===== config.mk =====
export PLATFORM = sky130hd
export DESIGN_NAME = io_irq_ctrl
export DESIGN_NICKNAME = d
export VERILOG_FILES = /design/src/rtl/io_pkg.sv /design/src/rtl/io_edge_det.sv /design/src/rtl/io_irq_ctrl.sv
export SDC_FILE = /design/constraint.sdc
export NUM_CORES = 1
export LEC_CHECK = 0
export BUFFER_PORTS_ARGS = -buffer_cell sky130_fd_sc_hd__buf_2
export CELL_PAD_IN_SITES_DETAIL_PLACEMENT = 1
export CELL_PAD_IN_SITES_GLOBAL_PLACEMENT = 1
export CORE_UTILIZATION = 25
export CTS_CLUSTER_DIAMETER = 100
export DETAILED_ROUTE_END_ITERATION = 8
export PLACE_DENSITY = 0.64
export SLEW_MARGIN = 15
export SYNTH_ARGS = -nofsm -noshare
export SYNTH_HDL_FRONTEND = slang
export SYNTH_SLANG_ARGS = --single-unit

===== constraint.sdc =====
create_clock -name ACLK -period 2.2 [get_ports ACLK]
set_clock_uncertainty 0.05 [all_clocks]
set_input_delay 0.44 -clock ACLK [delete_from_list [all_inputs] [get_ports ACLK]]
set_output_delay 0.44 -clock ACLK [all_outputs]
set_load 0.05 [all_outputs]

===== src/rtl/io_pkg.sv =====
// Shared definitions for the zed_io switch/button block: default source widths
// and the interrupt-line FSM encoding.
package io_pkg;

  localparam int SW_W_DEF  = 8;
  localparam int BTN_W_DEF = 5;

  typedef enum logic [1:0] {
    ST_IDLE   = 2'b00,
    ST_ASSERT = 2'b01,
    ST_GAP    = 2'b10
  } irq_state_e;

endpackage


===== src/rtl/io_edge_det.sv =====
// Rising/falling edge detector for a vector of synchronous levels. Edges are
// suppressed until the history register has been primed after reset.
module io_edge_det #(
  parameter int W = 8
) (
  input  logic         ACLK,
  input  logic         ARESETn,
  input  logic [W-1:0] d,
  input  logic         primed,
  output logic [W-1:0] rise,
  output logic [W-1:0] fall
);

  logic [W-1:0] prev;

  always_ff @(posedge ACLK or negedge ARESETn) begin
    if (!ARESETn) begin
      prev <= '0;
    end else begin
      prev <= d;
    end
  end

  // prev holds reset zeros until the first clock; gating on primed hides that.
  assign rise = primed ? (d & ~prev) : '0;
  assign fall = primed ? (~d & prev) : '0;

endmodule


===== src/rtl/io_irq_ctrl.sv =====
// Switch/button interrupt controller: edge-triggered pending bits, a software
// test interrupt and a level IRQ with a guaranteed low gap after each service.
module io_irq_ctrl
  import io_pkg::*;
#(
  parameter int SW_W    = SW_W_DEF,
  parameter int BTN_W   = BTN_W_DEF,
  parameter int IRQ_GAP = 4
) (
  input  logic             ACLK,
  input  logic             ARESETn,
  input  logic [SW_W-1:0]  switch,
  input  logic [BTN_W-1:0] button,
  input  logic [SW_W-1:0]  int_switch_ena,
  input  logic [SW_W-1:0]  int_switch_clr,
  input  logic [BTN_W-1:0] int_button_ena,
  input  logic [BTN_W-1:0] int_button_clr,
  input  logic [BTN_W-1:0] button_posedge,
  input  logic [BTN_W-1:0] button_negedge,
  input  logic             invoke_int_test,
  output logic [SW_W-1:0]  int_switch_sts,
  output logic [BTN_W-1:0] int_button_sts,
  output logic             irq
);

  localparam int CNT_W = $clog2(IRQ_GAP + 1);

  logic             primed;
  logic [SW_W-1:0]  sw_rise, sw_fall, sw_evt;
  logic [BTN_W-1:0] btn_rise, btn_fall, btn_evt;
  logic [SW_W-1:0]  sw_pend, sw_pend_nxt;
  logic [BTN_W-1:0] btn_pend, btn_pend_nxt;
  logic             test_pend, test_pend_nxt;
  logic             active;
  irq_state_e       state, state_nxt;
  logic [CNT_W-1:0] gap_cnt, gap_cnt_nxt;

  io_edge_det #(.W(SW_W)) u_sw_edge (
    .ACLK    (ACLK),
    .ARESETn (ARESETn),
    .d       (switch),
    .primed  (primed),
    .rise    (sw_rise),
    .fall    (sw_fall)
  );

  io_edge_det #(.W(BTN_W)) u_btn_edge (
    .ACLK    (ACLK),
    .ARESETn (ARESETn),
    .d       (button),
    .primed  (primed),
    .rise    (btn_rise),
    .fall    (btn_fall)
  );

  assign sw_evt  = sw_rise | sw_fall;
  assign btn_evt = (btn_rise & button_posedge) | (btn_fall & button_negedge);

  // Set terms are OR-ed in after the clear so an event coinciding with a clear survives.
  always_comb begin
    sw_pend_nxt   = (sw_pend & ~int_switch_clr) | (sw_evt & int_switch_ena);
    btn_pend_nxt  = (btn_pend & ~int_button_clr) | (btn_evt & int_button_ena);
    test_pend_nxt = test_pend;
    if (|int_switch_clr || |int_button_clr) begin
      test_pend_nxt = 1'b0;
    end
    if (invoke_int_test) begin
      test_pend_nxt = 1'b1;
    end
  end

  assign active = (|(sw_pend & int_switch_ena)) | (|(btn_pend & int_button_ena)) | test_pend;

  always_comb begin
    state_nxt   = state;
    gap_cnt_nxt = gap_cnt;
    unique case (state)
      ST_IDLE: begin
        if (active) begin
          state_nxt = ST_ASSERT;
        end
      end
      ST_ASSERT: begin
        if (!active) begin
          state_nxt   = ST_GAP;
          gap_cnt_nxt = CNT_W'(IRQ_GAP - 1);
        end
      end
      ST_GAP: begin
        if (gap_cnt == '0) begin
          state_nxt = active ? ST_ASSERT : ST_IDLE;
        end else begin
          gap_cnt_nxt = gap_cnt - CNT_W'(1);
        end
      end
      default: begin
        state_nxt   = ST_IDLE;
        gap_cnt_nxt = '0;
      end
    endcase
  end

  always_ff @(posedge ACLK or negedge ARESETn) begin
    if (!ARESETn) begin
      primed    <= 1'b0;
      sw_pend   <= '0;
      btn_pend  <= '0;
      test_pend <= 1'b0;
      state     <= ST_IDLE;
      gap_cnt   <= '0;
      irq       <= 1'b0;
    end else begin
      primed    <= 1'b1;
      sw_pend   <= sw_pend_nxt;
      btn_pend  <= btn_pend_nxt;
      test_pend <= test_pend_nxt;
      state     <= state_nxt;
      gap_cnt   <= gap_cnt_nxt;
      irq       <= (state_nxt == ST_ASSERT);
    end
  end

  assign int_switch_sts = sw_pend;
  assign int_button_sts = btn_pend;

endmodule

# Word-level counts from Yosys, hierarchy flattened
# Cells that the tools add are included.
[word_totals]
out_inout_bits = 14
ff_bits = 34
in_bits = 52
[classes]
bitwise = 25
n_reduce_logical = 9
add_sub_neg = 1
n_eq_ne = 5
muxes = 14
[op_table]
columns = ["operator", "n"]
rows = [
  ["$and A8 B8 Y8", 5],
  ["$and A5 B5 Y5", 7],
  ["$not A8 Y8", 3],
  ["$mux W8", 2],
  ["$or A8 B8 Y8", 2],
  ["$reduce_or A8 Y1", 2],
  ["$not A5 Y5", 3],
  ["$mux W5", 2],
  ["$or A5 B5 Y5", 2],
  ["$reduce_or A5 Y1", 2],
  ["$pmux W3 S3", 1],
  ["$mux W2", 3],
  ["$mux W3", 2],
  ["$pmux W2 S3", 1],
  ["$eq A2 B1 Y1 const B", 2],
  ["$ne A2 B2 Y1 const B", 2],
  ["$logic_not A3 Y1", 1],
  ["$mux W1", 3],
  ["$reduce_and A3 Y1", 1],
  ["$sub A3 B1 Y3 const B", 1],
  ["$eq A2 B2 Y1 const B", 1],
  ["$logic_not A2 Y1", 1],
  ["$or A1 B1 Y1", 2],
  ["$reduce_bool A2 Y1", 1],
  ["2 further kinds", 2],
]

# Logic depth before layout (Yosys ltp)
[depth]
depth_word = 8
mapped_depth = 6
mapped_depth_nobuf = 6

# Cells and area by module
# A second synthesis with hierarchy kept.
[unflattened]
hier_cells = 176
area_unflattened_um2 = 1771.7
[modules_own_cells]
columns = ["mod", "area_each_um2", "cells_per_inst", "seq_area_each_um2", "n_inst"]
rows = [
  ["io_irq_ctrl", 1199.9, 136, 525.5, 1],
  ["io_edge_det (u_sw_edge)", 359.1, 25, 200.2, 1],
  ["io_edge_det (u_btn_edge)", 212.7, 15, 125.1, 1],
]

# Worst setup path after synthesis
# OpenSTA, ideal clock, no wires.
[synth_timing]
kind = "register -> register"
from = "reg sw_pend[2] (netlist: int_switch_sts[2])"
to = "reg gap_cnt[1]"
setup_slack_ns = 0.527
stages_incl_launch_ff = 5
path_buffers = 0
arrival_ns = 1.486
period_less_slack_ns = 1.673
t_required_ns = 2.013
path_cell_list = "dfrtp_1 a22o_1 or3_4 nor2_4 o221ai_1"
[synth_via]
elab_chain_cells = 6
[synth_rtl]
columns = ["element", "line", "rtl"]
rows = [
  ["from (decl)", "io_irq_ctrl.sv:31", "logic [SW_W-1:0] sw_pend, sw_pend_nxt;"],
  ["from (signal assigned)", "io_irq_ctrl.sv:114", "sw_pend <= sw_pend_nxt;"],
  ["$and A8 B8 Y8", "io_irq_ctrl.sv:72", "assign active = (|(sw_pend & int_switch_ena)) | (|(btn_pend & int_button_ena)) | test_pend;"],
  ["$reduce_or A8 Y1", "io_irq_ctrl.sv:72", ""],
  ["$or A1 B1 Y1 (2 in series)", "io_irq_ctrl.sv:72", ""],
  ["$ne A2 B2 Y1 (no line)", "--", ""],
  ["$reduce_and A3 Y1 (no line)", "--", ""],
  ["to (signal assigned)", "io_irq_ctrl.sv:118", "gap_cnt <= gap_cnt_nxt;"],
  ["to (decl)", "io_irq_ctrl.sv:36", "logic [CNT_W-1:0] gap_cnt, gap_cnt_nxt;"],
]
# Every way passes these cells.
# A chain may end at the register's enable or synchronous reset.

# Worst setup path after layout
[layout_timing]
from = "reg state[0]"
to = "reg gap_cnt[1]"
[layout_via]
elab_chain_cells = 3
elab_cells_between_ends = 8
classes_between = "4 x eq/ne; 1 x mux; 1 x bitwise; 2 x reduce/logical"
[layout_rtl]
columns = ["element", "line", "rtl"]
rows = [
  ["from (decl)", "io_irq_ctrl.sv:35", "irq_state_e state, state_nxt;"],
  ["from (signal assigned)", "io_irq_ctrl.sv:117", "state <= state_nxt;"],
  ["$eq A2 B2 Y1, or another cell as far along", "io_irq_ctrl.sv:77", "unique case (state)"],
  ["$ne A2 B2 Y1 (no line) or $not A1 Y1 (tied branches)", "--", ""],
  ["$reduce_and A3 Y1 (no line)", "--", ""],
]
# Parallel ways exist; a longest one is shown, timed or not.

==> flow_metrics.py <==
metrics = {
    "status": {
        "status": "finished, final reports clean",
    },
    "worst_hold_path": {
        "hold_path.class": "primary input to async pin",
    },
    "placed_design": {
        "post_dp_cell_area_um2": 2080,
        "globalplace.congestion": 0.724,
        "numPortBuffers": 65,
        "place_inst": 308,
        "hpwl_um": 3510,
    },
    "die": {
        "die-height_um": 83.3,
        "io_pins": 66,
        "fp-row-count": 29,
        "initial_core_util_pct": 26.0,
        "dieArea_um2": 6930,
        "core-area_um2": 6350,
        "die_x_um": 83.3,
    },
    "layout": {
        "postLayoutCoreUtil_pct": 34.0,
        "layout_common_cells": "buf_2, dfrtp_1, o21ai_0",
        "stdcell_area_um2": 2160,
        "final_layout_size_suffix_gt1_share_pct": 32.5,
        "area_delta_synth_final_pct": 31.0,
        "antenna-diode-count": 0,
        "fillers": 756,
        "final_common_cell": "buf_2",
        "fin_cells": 314,
        "nets": 296,
    },
    "global_routing": {
        "antenna_found_initial": 0,
        "grt_max_degree": 23,
        "track_usage_pct": 13.4,
        "grt_pass1_wl_um": 7420,
        "overflow": 0,
        "grt_pass1_vias": 1520,
    },
    "worst_setup_path": {
        "start_kind": "flop",
        "crit_path_end_kind": "flop",
        "rr_startpoint": "state[0]$_DFF_PN0_",
        "reg2reg_slack_ps": 510,
        "crit_required_ps": 2340,
        "arrival_ps": 1830,
        "crit_path_max_fanout": 8,
        "startpoint": "state[0]$_DFF_PN0_",
        "path_class": "flop to flop",
    },
    "clock_tree": {
        "cts_setup_buffers": 0,
        "cts_resized": 0,
        "htreeDepth": 2,
        "clock-root-buffer": "clkbuf_8",
        "path_clk_slew_ps": 70,
        "clock_path_buffers": 2,
        "cts_buffers": 5,
        "insertion_delay_ps": 280,
        "clkSinkCount": 34,
        "hold_buffers": 0,
        "cts_tree": "yes",
    },
    "routing": {
        "dr_total_vias": 1496,
        "totalWireLength_um": 4400,
        "drt_iter0_markers": 75,
        "drc": 0,
        "firstDrtPassIters": 4,
        "drt.antenna.violating_nets": 0,
        "vias_per_cell": 4.76,
        "post_drt_wl_per_cell_um": 14.0,
    },
    "logic_synthesis": {
        "yosys-mux-area-fraction_pct": 0,
        "ys_seq_area_share_pct": 51.6,
        "synth_cell_type_count": 35,
        "synth_fa_ha_area_share_pct": 4.55,
        "synth_top_family_by_area": "compound AO/OA/AOI/OAI gates",
        "syn_avg_cell_area_um2": 9.94,
        "synthSimpleGateAreaFrac_pct": 17.2,
        "synthCells": 166,
        "synth_seq_cells": 34,
        "ys_warn_count": 0,
        "netlist_area_um2": 1650,
        "synth_compound_area_share_pct": 17.7,
        "syn_nets": 224,
        "synthXorXnorAreaFrac_pct": 4.25,
        "async_flop_share_pct": 100,
        "synthFlopType": "dfrtp_1",
        "synth_edf_count": 0,
    },
    "timing": {
        "setup_tns_ps": 0,
        "slew_violations": 0,
        "setup_viol": 0,
        "relSlewSlack_pct": 65.7,
        "final.period_utilization_pct": 76.7,
        "worst_pin_slew_ps": 514,
        "fmax_mhz": 593,
        "rsz0062_at_grt": "false",
        "period_minus_slack_ps": 1690,
        "hold_viol": 0,
        "whs_ps": 77.8,
    },
    "power_and_ir_drop": {
        "pwr_density_cell_nw_per_um2": 918,
        "leakagePower_nw": 1.04,
        "peakVddDrop_mv": 0.331,
    },
    "job": {
        "maxCapViolations": 0,
    },
}
[synthesized netlist by cell type (all sizes together), types with 2 or more instances]
library cell,n,area share [%]
nor3,4,1.2
a22o,3,1.6
nor2b,2,0.76
o21ai,21,6.6
nand2,9,2.0
o211ai,3,1.4
nand4,2,0.76
ha,6,4.5
and2,2,0.76
nor4,2,0.76
nand2b,2,0.76
nand3,13,3.9
nand3b,5,2.3
a31oi,2,0.76
inv,18,4.1
nor2,6,1.8
a21o,2,0.91
dfrtp,34,52
a211oi,2,0.91
a22oi,5,2.3
a21oi,4,1.2
xor2,8,4.2
[per-stage QoR]
stage	total power, W	setup slack (ps)
6_report	0.00199	513
5_1_grt	0.00213	411
4_1_cts	0.00201	500
3_5_place_dp	0.00155	523
3_3_place_gp	0.00154	530
2_1_floorplan	0.00132	527
[flip-flops by register name, indices dropped and copies added, names as in the netlist]
signal,flops
int_switch_sts,8
u_btn_edge.prev,5
irq,1
test_pend,1
state,2
int_button_sts,5
u_sw_edge.prev,8
primed,1
gap_cnt,3
[per-layer routing]
metal  track usage [%]  vias to the layer above  routed length [um]  share of wire, %
met3              2.98                        6                 194               4.4
met1              17.6                      729                2050                47
met2              21.4                       38                2090                47
met5                 0                        -                   0                 0
li1                  -                      723                   -                 -
met4              5.17                        0                  70               1.6
[worst max-delay path: stages (launching register included)]
cell and delay [ps]:
dfrtp_1 430, inv_1 110, ha_1 310, a21o_1 230, or2_2 280, o221ai_1 190
[path summary, 6_finish.rpt]
path                                                     end  cells after the start
worst max-delay path                  gap_cnt[1]$_DFFE_PN0P_                      5
worst min-delay path             u_sw_edge.prev[4]$_DFF_PN0_                      1
worst max register to register        gap_cnt[1]$_DFFE_PN0P_                      5
worst min register to register        gap_cnt[1]$_DFFE_PN0P_                      2
max in group asynchronous        int_switch_sts[5]$_DFF_PN0_                      2
min in group ACLK               u_btn_edge.prev[1]$_DFF_PN0_                      1
[kinds of logic after synthesis]
| family | Yosys count |
|---|---|
| other cells | 1 |
| flops | 34 |
| fa+ha+maj | 6 |
| xor+xnor | 8 |
| compound gates | 46 |
| buf+inv | 20 |
| simple gates | 51 |
[final cells by class]
type,instances,area [um^2],share of cell area [%]
inverters,18,67.6,3.13
flip-flops and latches,34,851,39.4
well taps,77,96.3,4.46
repair buffers,67,340,15.7
clock buffers,6,82.6,3.82
multi-input cells,112,724,33.5
[report_power, final]
group / internal, W / switching [W]
registers: 0.000711 / 0.0000791
clock network: 0.000241 / 0.000211
logic: 0.000281 / 0.000461
total: 0.00123 / 0.000752
Note: power is estimated with default switching activity, not from simulation.
